[src/rtl/fifo_axis_pkg.sv]
// rtl/fifo_axis_pkg.sv - shared types and sizing helpers for the FIFO read-side drain engine
package fifo_axis_pkg;

    typedef enum logic [1:0] {
        IDLE    = 2'd0,
        IN_PKT  = 2'd1,
        DISCARD = 2'd2
    } rd_state_e;

    localparam int DEF_PKT_CNT_W = 16;

    function automatic int beat_cnt_w(input int max_pkt_len);
        return (max_pkt_len > 1) ? $clog2(max_pkt_len) : 1;
    endfunction

endpackage

[src/rtl/fifo_axis_obuf.sv]
// rtl/fifo_axis_obuf.sv - 2-entry {data, last} output buffer with head registered straight to the stream
module fifo_axis_obuf #(
    parameter int DATA_WIDTH = 8
) (
    input  logic                  m_clk,
    input  logic                  m_rst,
    input  logic                  wr_en,
    input  logic [DATA_WIDTH-1:0] wr_data,
    input  logic                  wr_last,
    input  logic                  pop,
    output logic [DATA_WIDTH-1:0] head_data,
    output logic                  head_last,
    output logic [1:0]            occ
);

    logic [DATA_WIDTH-1:0] tail_data;
    logic                  tail_last;

    // Head is always the oldest entry, so the stream outputs never pass through a mux.
    always_ff @(posedge m_clk or posedge m_rst) begin
        if (m_rst) begin
            head_data <= '0;
            head_last <= 1'b0;
            tail_data <= '0;
            tail_last <= 1'b0;
            occ       <= 2'd0;
        end else begin
            case ({wr_en, pop})
                2'b10: begin
                    if (occ == 2'd0) begin
                        head_data <= wr_data;
                        head_last <= wr_last;
                    end else begin
                        tail_data <= wr_data;
                        tail_last <= wr_last;
                    end
                    occ <= occ + 2'd1;
                end
                2'b01: begin
                    head_data <= tail_data;
                    head_last <= tail_last;
                    occ       <= occ - 2'd1;
                end
                2'b11: begin
                    if (occ == 2'd1) begin
                        head_data <= wr_data;
                        head_last <= wr_last;
                    end else begin
                        head_data <= tail_data;
                        head_last <= tail_last;
                        tail_data <= wr_data;
                        tail_last <= wr_last;
                    end
                end
                default: ;
            endcase
        end
    end

endmodule

[src/rtl/fifo_axis_reader.sv]
// rtl/fifo_axis_reader.sv - drains the async FIFO into an AXI-Stream master with packet-length truncation
module fifo_axis_reader
    import fifo_axis_pkg::*;
#(
    parameter int DATA_WIDTH  = 8,
    parameter int MAX_PKT_LEN = 16,
    parameter int PKT_CNT_W   = DEF_PKT_CNT_W
) (
    input  logic                  m_clk,
    input  logic                  m_rst,
    input  logic                  fifo_empty,
    output logic                  fifo_rd_en,
    input  logic [DATA_WIDTH-1:0] fifo_tdata,
    input  logic                  fifo_tlast,
    output logic [DATA_WIDTH-1:0] m_axis_tdata,
    output logic                  m_axis_tlast,
    output logic                  m_axis_tvalid,
    input  logic                  m_axis_tready,
    output logic [PKT_CNT_W-1:0]  pkt_count,
    output logic                  trunc_err,
    output logic                  busy
);

    localparam int               CNT_W    = beat_cnt_w(MAX_PKT_LEN);
    localparam logic [CNT_W-1:0] CNT_LAST = CNT_W'(MAX_PKT_LEN - 1);

    rd_state_e        state;
    logic             inflight;
    logic [CNT_W-1:0] beat_cnt;
    logic [1:0]       occ;
    logic [2:0]       level;
    logic             pop;
    logic             wr_en;
    logic             wr_last;
    logic             at_limit;

    assign pop      = m_axis_tvalid && m_axis_tready;
    // Count the word still on its way back so the buffer can never be over-committed.
    assign level    = {1'b0, occ} + {2'b00, inflight} - {2'b00, pop};
    assign fifo_rd_en = !m_rst && !fifo_empty && (level < 3'd2);

    assign at_limit = (beat_cnt == CNT_LAST);
    assign wr_en    = inflight && (state != DISCARD);
    assign wr_last  = fifo_tlast || at_limit;

    assign m_axis_tvalid = (occ != 2'd0);
    assign busy          = (state != IDLE) || inflight || (occ != 2'd0);

    fifo_axis_obuf #(
        .DATA_WIDTH(DATA_WIDTH)
    ) u_obuf (
        .m_clk     (m_clk),
        .m_rst     (m_rst),
        .wr_en     (wr_en),
        .wr_data   (fifo_tdata),
        .wr_last   (wr_last),
        .pop       (pop),
        .head_data (m_axis_tdata),
        .head_last (m_axis_tlast),
        .occ       (occ)
    );

    always_ff @(posedge m_clk or posedge m_rst) begin
        if (m_rst) begin
            state     <= IDLE;
            inflight  <= 1'b0;
            beat_cnt  <= '0;
            pkt_count <= '0;
            trunc_err <= 1'b0;
        end else begin
            inflight  <= fifo_rd_en;
            trunc_err <= 1'b0;
            if (pop && m_axis_tlast) begin
                pkt_count <= pkt_count + 1'b1;
            end
            if (inflight) begin
                if (state == DISCARD) begin
                    if (fifo_tlast) begin
                        state <= IDLE;
                    end
                end else if (fifo_tlast) begin
                    beat_cnt <= '0;
                    state    <= IDLE;
                end else if (at_limit) begin
                    beat_cnt  <= '0;
                    trunc_err <= 1'b1;
                    state     <= DISCARD;
                end else begin
                    beat_cnt <= beat_cnt + 1'b1;
                    state    <= IN_PKT;
                end
            end
        end
    end

endmodule

[config.mk]
export PLATFORM = sky130hd
export DESIGN_NAME = fifo_axis_reader
export DESIGN_NICKNAME = d
export VERILOG_FILES = /design/src/rtl/fifo_axis_pkg.sv /design/src/rtl/fifo_axis_obuf.sv /design/src/rtl/fifo_axis_reader.sv
export SDC_FILE = /design/constraint.sdc
export NUM_CORES = 1
export LEC_CHECK = 0
export ABC_CLOCK_PERIOD_IN_PS = 5300
export BUFFER_PORTS_ARGS = -buffer_cell sky130_fd_sc_hd__buf_4
export CORE_ASPECT_RATIO = 0.75
export CORE_MARGIN = 5
export CORE_UTILIZATION = 58
export DETAILED_ROUTE_END_ITERATION = 12
export MAX_ROUTING_LAYER = met4
export PLACE_DENSITY = 0.95
export SYNTH_ARGS = -nofsm -noshare
export SYNTH_HDL_FRONTEND = slang
export SYNTH_SLANG_ARGS = --single-unit
[constraint.sdc]
create_clock -name m_clk -period 5.3 [get_ports m_clk]
set_clock_uncertainty 0.1 [all_clocks]
set_input_delay 1.06 -clock m_clk [delete_from_list [all_inputs] [get_ports m_clk]]
set_output_delay 1.06 -clock m_clk [all_outputs]
set_load 0.005 [all_outputs]
## After elaboration in Yosys (flattened, before gate mapping)

Cells that the tools add are included.

| cells by class | value |
|---|---|
| $add $sub $neg | 6 |
| $lt $le $gt $ge | 1 |
| eq/ne operators | 11 |
| mux-type cells | 23 |
| bitwise logic cells | 1 |
| reduce and logical (&&, ||, !) cells | 20 |

Operators with widths:

| operator | number |
|---|---|
| $mux 8 | 4 |
| $pmux 8 s3 | 1 |
| $add 16x1->16 const B | 1 |
| $pmux 8 s2 | 1 |
| $mux 1 | 8 |
| $mux 2 | 4 |
| $mux 4 | 2 |
| $ne 2x2->1 const B | 4 |
| $reduce_bool 2->1 | 4 |
| $eq 2x2->1 const B | 3 |
| $reduce_and 2->1 | 3 |
| $logic_and 1x1->1 | 5 |
| $add 4x1->4 const B | 1 |
| $eq 2x1->1 const B | 2 |
| $eq 4x4->1 const B | 1 |
| $pmux 2 s2 | 1 |
| $add 2x1->3 | 1 |
| $logic_or 1x1->1 | 3 |
| $lt 3x2->1 const B | 1 |
| $pmux 1 s3 | 1 |
| $reduce_and 3->1 | 1 |
| $reduce_bool 3->1 | 1 |
| $sub 3x1->3 | 1 |
| $add 2x1->2 const B | 1 |
| other kinds (6) | 7 |

| word-level totals | value |
|---|---|
| register bits after elaboration | 44 |
| input port bits | 13 |
| output and inout bits | 29 |
| word-level logic and storage cells | 72 |

## Logic depth before layout (Yosys ltp)

| logic depth | value |
|---|---|
| depth after elaboration | 5 |
| gate-level depth with buffers | 8 |
| gate-level depth less buffers | 8 |

## Modules after synthesis

A second synthesis with hierarchy kept.

| second synthesis, totals | value |
|---|---|
| cells, all modules | 202 |
| area, all modules | 2230.9 um^2 |

By module, submodules not included:

| module | times used | cells an instance | area an instance (um^2) | seq. area each (um^2) |
|---|---|---|---|---|
| fifo_axis_reader | 1 | 108 | 1169.9 | 600.6 |
| fifo_axis_obuf | 1 | 94 | 1061.0 | 500.5 |

## Worst setup path after synthesis

OpenSTA, ideal clock, no wires.

| timing path | value |
|---|---|
| kind | input -> output |
| start point | input port m_axis_tready |
| end point | output port fifo_rd_en |
| data arrival time | 2352 ps |
| data required time | 4140 ps |
| setup slack | 1788 ps |
| stages on the path | 6 |
| buffers on the path | 0 |
| cell sequence | nor2b_4 > xnor2_1 > nand2_1 > fa_1 > xor2_1 > nor4b_1 |

| between the ends | value |
|---|---|
| longest elaborated chain between the ends | 4 |

Ends and longest elaborated chain:

| what | RTL line | text |
|---|---|---|
| start: declaration | fifo_axis_reader.sv:18 | `input logic m_axis_tready,` |
| $logic_and 1x1->1 | fifo_axis_reader.sv:37 | `assign pop = m_axis_tvalid && m_axis_tready;` |
| $sub 3x1->3 | fifo_axis_reader.sv:39 | `assign level = {1'b0, occ} + {2'b00, inflight} - {2'b00, pop};` |
| $lt 3x2->1 | fifo_axis_reader.sv:40 | `assign fifo_rd_en = !m_rst && !fifo_empty && (level < 3'd2);` |
| $logic_and 1x1->1 | fifo_axis_reader.sv:40 |  |
| end: declaration | fifo_axis_reader.sv:12 | `output logic fifo_rd_en,` |

No other way between the ends.

## Final worst setup path

| timing path | value |
|---|---|
| start point | register u_obuf.occ[1] |
| end point | output port fifo_rd_en |

| between the ends | value |
|---|---|
| longest elaborated chain between the ends | 5 |
| elaborated cells on any way between the ends | 6 |
| those cells by class | add/sub: 2; order compare: 1; reduce/logical: 3 |

Ends and longest elaborated chain:

| what | RTL line | text |
|---|---|---|
| start: declaration | fifo_axis_obuf.sv:13 | `output logic [1:0] occ` |
| start signal: assignment | fifo_axis_obuf.sv:37 | `occ <= occ + 2'd1;` |
| start signal: assignment | fifo_axis_obuf.sv:42 | `occ <= occ - 2'd1;` |
| branches (longest 2 deep; another with $add 2x1->3) | n/a |  |
| $sub 3x1->3 * | fifo_axis_reader.sv:39 |  |
| $lt 3x2->1 * | fifo_axis_reader.sv:40 |  |
| $logic_and 1x1->1 * | fifo_axis_reader.sv:40 |  |

Mark *: on every way between the ends.

==> reports/metrics.yaml <==
cts_tree: "built"
rsz_0062_raised_after_global_routing: "no"
cp_max_fo: 7
power_switching_mw: 0.408
setup_total_negative_slack_ns: 0
die_width_microns: 79.4
post_synth_fa_ha_maj_area_fraction_pct: 4.31
cts_buffers: 5
clock_power_share_pct: 18.0
yosysUniqueCellTypes: 37
final_replace_weighted_congestion: 0.799
cts.sink_count: 44
viasPerCell: 5.60
post_synth_mux_area_share_pct: 6.34
fillers: 245
worst_ir_drop_vdd_mv: 0.287
layout.cell_area.non_filler_sq_um: 2520
achievable_frequency_ghz: 0.246
synth_top_cell_by_area: "sky130_fd_sc_hd__dfrtp_1"
syn_area_sq_um: 2090
power.sequential.fraction_pct: 45.3
worst-endpoint-arrival_ns: 2.90
worstMarginPinSlew_ns: 0.556
place_worst_setup_slack_ns: 1.20
timing.critical_path.from_type: "flip-flop"
power.leakage_nw: 1.21
path_cells: "inv_1 > ha_1 > nor2b_4 > xnor2_1 > nand2_1 > fa_1 > xor2_1 > nor4b_1 > buf_4"
share_of_the_core_filled_with_cells_in_the_final_layout_pct: 74.6
detail_route.drc_violations: 0
cp_slowest_stage_delay_ns: 0.43
placement_rows: 18
cts-hold-fix-buffers: 0
synth_xor_xnor_area_share_pct: 7.54
multi_input_area_sq_um: 932
globalRouteTotalUtil_pct: 19.6
hpwlAfterDp_microns: 2980
syn-num-nets: 188
critical_path_class: "reg -> out"
timing.final.max_slew_violations: 0
vias: 1428
drtPass1Iterations: 4
post_cts_setup_repair_buffer_count: 0
cellPowerDensity_nw_per_um2: 483
ys_seq_elements: 44
largest_family_of_logic_cells_by_synthesized_area: "simple AND/OR/NAND/NOR gates"
antennaDiodeCount: 0
ant_nets: 0
first_pass_grt_wire_length_microns: 6970
cell_internal_pwr_mw: 0.811
synth_top_cells_by_area: "sky130_fd_sc_hd__dfrtp_1 (53%), sky130_fd_sc_hd__mux2_2 (5.4%), sky130_fd_sc_hd__xnor2_1 (5.0%)"
synthDominantCellAreaShare_pct: 52.6
syn_to_final_growth_pct: 20.5
slowest_stage: "sky130_fd_sc_hd__dfrtp_1"
stdcell_count: 255
yosys_warnings: 0
max-slew-margin-rel_pct: 62.9
gr-total-overflow: 0
top_level_ports: 42
die_height_microns: 62.0
io_buffer_count: 41
critical-path-top-delay-family: "adder cells"
insertion_delay_ns: 0.29
initial_utilization_pct: 61.9
cts-htree-levels: 2
post_route_cells_drive_above_1_share_pct: 31.6
postSynthAreaPerCell_sq_um: 12.3
path_clk_slew_ns: 0.08
regArea_sq_um: 1100
worst_slack_ns: 1.24
largest_net_degree_at_the_start_of_global_routing: 45
number_of_global_route_vias_before_repair: 1471
final_nets: 233
number_of_antenna_violations_at_the_first_check_in_global_routing: 0
sw_frac_of_total_pct: 33.5
routedWlPerCell_microns: 16.1
placed_area_sq_um: 2420
ctsRootBufferMaster: "sky130_fd_sc_hd__clkbuf_8"
post_synth_and_or_nand_nor_area_fraction_pct: 17.0
hp-class: "reg -> reg"
holdWs_ns: 0.395
final-hold-violation-count: 0
setup_viol_count_final: 0
critPathCaptureType: "output port"
die_area_sq_um: 4920
critical_path_required_ns: 4.14
finalWirelength_microns: 4110
critPathBufInv: 2
post_synth_inst_count: 170
period_needed_ns: 4.06
initialDrtViolationCount: 62
finalPower_mw: 1.22
postCtsResizedCells: 0
p_comb_share_pct: 36.7
clockBufferDepth: 2
synth.yosys.seq_area_share_pct: 52.6
coreArea_sq_um: 3380
run_status: "finished, final reports clean"
max_cap_viol_count: 0
synth_compound_area_share_pct: 9.33
dp.cells: 248
finalCritPeriodShare_pct: 76.5
## kinds of logic (layout without fill, tap and decap cells)
group / after synthesis / count (layout)
AOI/OAI and AO/OA: 23 / 23
xor gates and xnor gates: 18 / 18
adders and majority gates: 7 / 7
buffers and inverters: 11 / 56
DFF: 44 / 44
muxes: 12 / 12
and+or+nand+nor: 55 / 55
## state kept, by name, indices dropped and copies added, names as in the netlist
signal	cells
u_obuf.occ	2
state	2
inflight	1
pkt_count	16
u_obuf.tail_last	1
u_obuf.tail_data	8
u_obuf.head_data	8
beat_cnt	4
u_obuf.head_last	1
trunc_err	1
## layout make-up
class,count,area share [%]
Clock buffer,7,3.82
Inverter,7,1.04
Multi-Input combinational cell,115,37.0
Sequential cell,44,43.7
Tap cell,40,1.99
Timing Repair Buffer,42,12.5
## path summary, 6_finish.rpt
path / startpoint / endpoint / slack (ns) / cells past startpoint
setup / recovery: u_obuf.occ[1]$_DFFE_PP0P_ / fifo_rd_en / 1.24 / 9
hold / removal: pkt_count[14]$_DFFE_PP0P_ / pkt_count[14]$_DFFE_PP0P_ / 0.40 / 1
setup reg to reg: u_obuf.occ[1]$_DFFE_PP0P_ / inflight$_DFF_PP0_ / 2.64 / 8
hold reg to reg: pkt_count[14]$_DFFE_PP0P_ / pkt_count[14]$_DFFE_PP0P_ / 0.40 / 1
max in group asynchronous: m_rst / state[1]$_DFFE_PP0P_ / 3.93 / 3
min in group asynchronous: m_rst / pkt_count[1]$_DFFE_PP0P_ / 0.80 / 3
## cell usage in the layout, fill, tap and decap left out, drive strengths merged
master,n
nand2,13
nand3b,1
clkbuf,7
nor2,5
clkinv,1
nand4,4
and2,3
o21ai,7
or4,1
a221o,8
nand3,8
nor2b,1
buf,42
maj3,2
a22o,1
dfrtp,44
mux2i,2
and3,2
nand2b,4
nor4b,1
xor2,6
a31oi,3
xnor2,12
ha,4
nor3,3
o31ai,1
mux2,10
nor3b,8
a21oi,3
nand4b,1
inv,6
fa,1
## power by group through the flow
stage	Clock [mW]	Sequential (mW)	Combinational, mW
finish	0.220	0.552	0.447
global route	0.243	0.569	0.499
floorplan	0	0.531	0.305
global placement	0	0.549	0.428
detailed placement	0	0.553	0.456
CTS	0.224	0.550	0.456
## cells in the mapped netlist
| master | n |
|---|---|
| sky130_fd_sc_hd__a21oi_1 | 3 |
| sky130_fd_sc_hd__a221o_1 | 8 |
| sky130_fd_sc_hd__a22o_1 | 1 |
| sky130_fd_sc_hd__a31oi_1 | 1 |
| sky130_fd_sc_hd__a31oi_4 | 2 |
| sky130_fd_sc_hd__and2_1 | 3 |
| sky130_fd_sc_hd__and3_1 | 2 |
| sky130_fd_sc_hd__buf_2 | 2 |
| sky130_fd_sc_hd__buf_6 | 2 |
| sky130_fd_sc_hd__dfrtp_1 | 44 |
| sky130_fd_sc_hd__fa_1 | 1 |
| sky130_fd_sc_hd__ha_1 | 4 |
| sky130_fd_sc_hd__inv_1 | 7 |
| sky130_fd_sc_hd__maj3_1 | 2 |
| sky130_fd_sc_hd__mux2_2 | 10 |
| sky130_fd_sc_hd__mux2i_1 | 2 |
| sky130_fd_sc_hd__nand2_1 | 12 |
| sky130_fd_sc_hd__nand2_2 | 1 |
| sky130_fd_sc_hd__nand2b_1 | 3 |
| sky130_fd_sc_hd__nand2b_4 | 1 |
| sky130_fd_sc_hd__nand3_1 | 7 |
| sky130_fd_sc_hd__nand3_2 | 1 |
| sky130_fd_sc_hd__nand3b_1 | 1 |
| sky130_fd_sc_hd__nand4_1 | 4 |
| sky130_fd_sc_hd__nand4b_4 | 1 |
| sky130_fd_sc_hd__nor2_1 | 5 |
| sky130_fd_sc_hd__nor2b_4 | 1 |
| sky130_fd_sc_hd__nor3_1 | 1 |
| sky130_fd_sc_hd__nor3_2 | 1 |
| sky130_fd_sc_hd__nor3_4 | 1 |
| sky130_fd_sc_hd__nor3b_1 | 8 |
| sky130_fd_sc_hd__nor4b_1 | 1 |
| sky130_fd_sc_hd__o21ai_0 | 7 |
| sky130_fd_sc_hd__o31ai_1 | 1 |
| sky130_fd_sc_hd__or4_1 | 1 |
| sky130_fd_sc_hd__xnor2_1 | 12 |
| sky130_fd_sc_hd__xor2_1 | 6 |
## metal layers
metal	wire [microns]	GRT usage, %	vias to the layer above
met5	0	-	-
met4	39	6.13	0
met3	199	5.76	3
met2	2040	32.1	32
met1	1840	24.0	704
li1	-	-	689
Power figures use the tool's default switching activity.
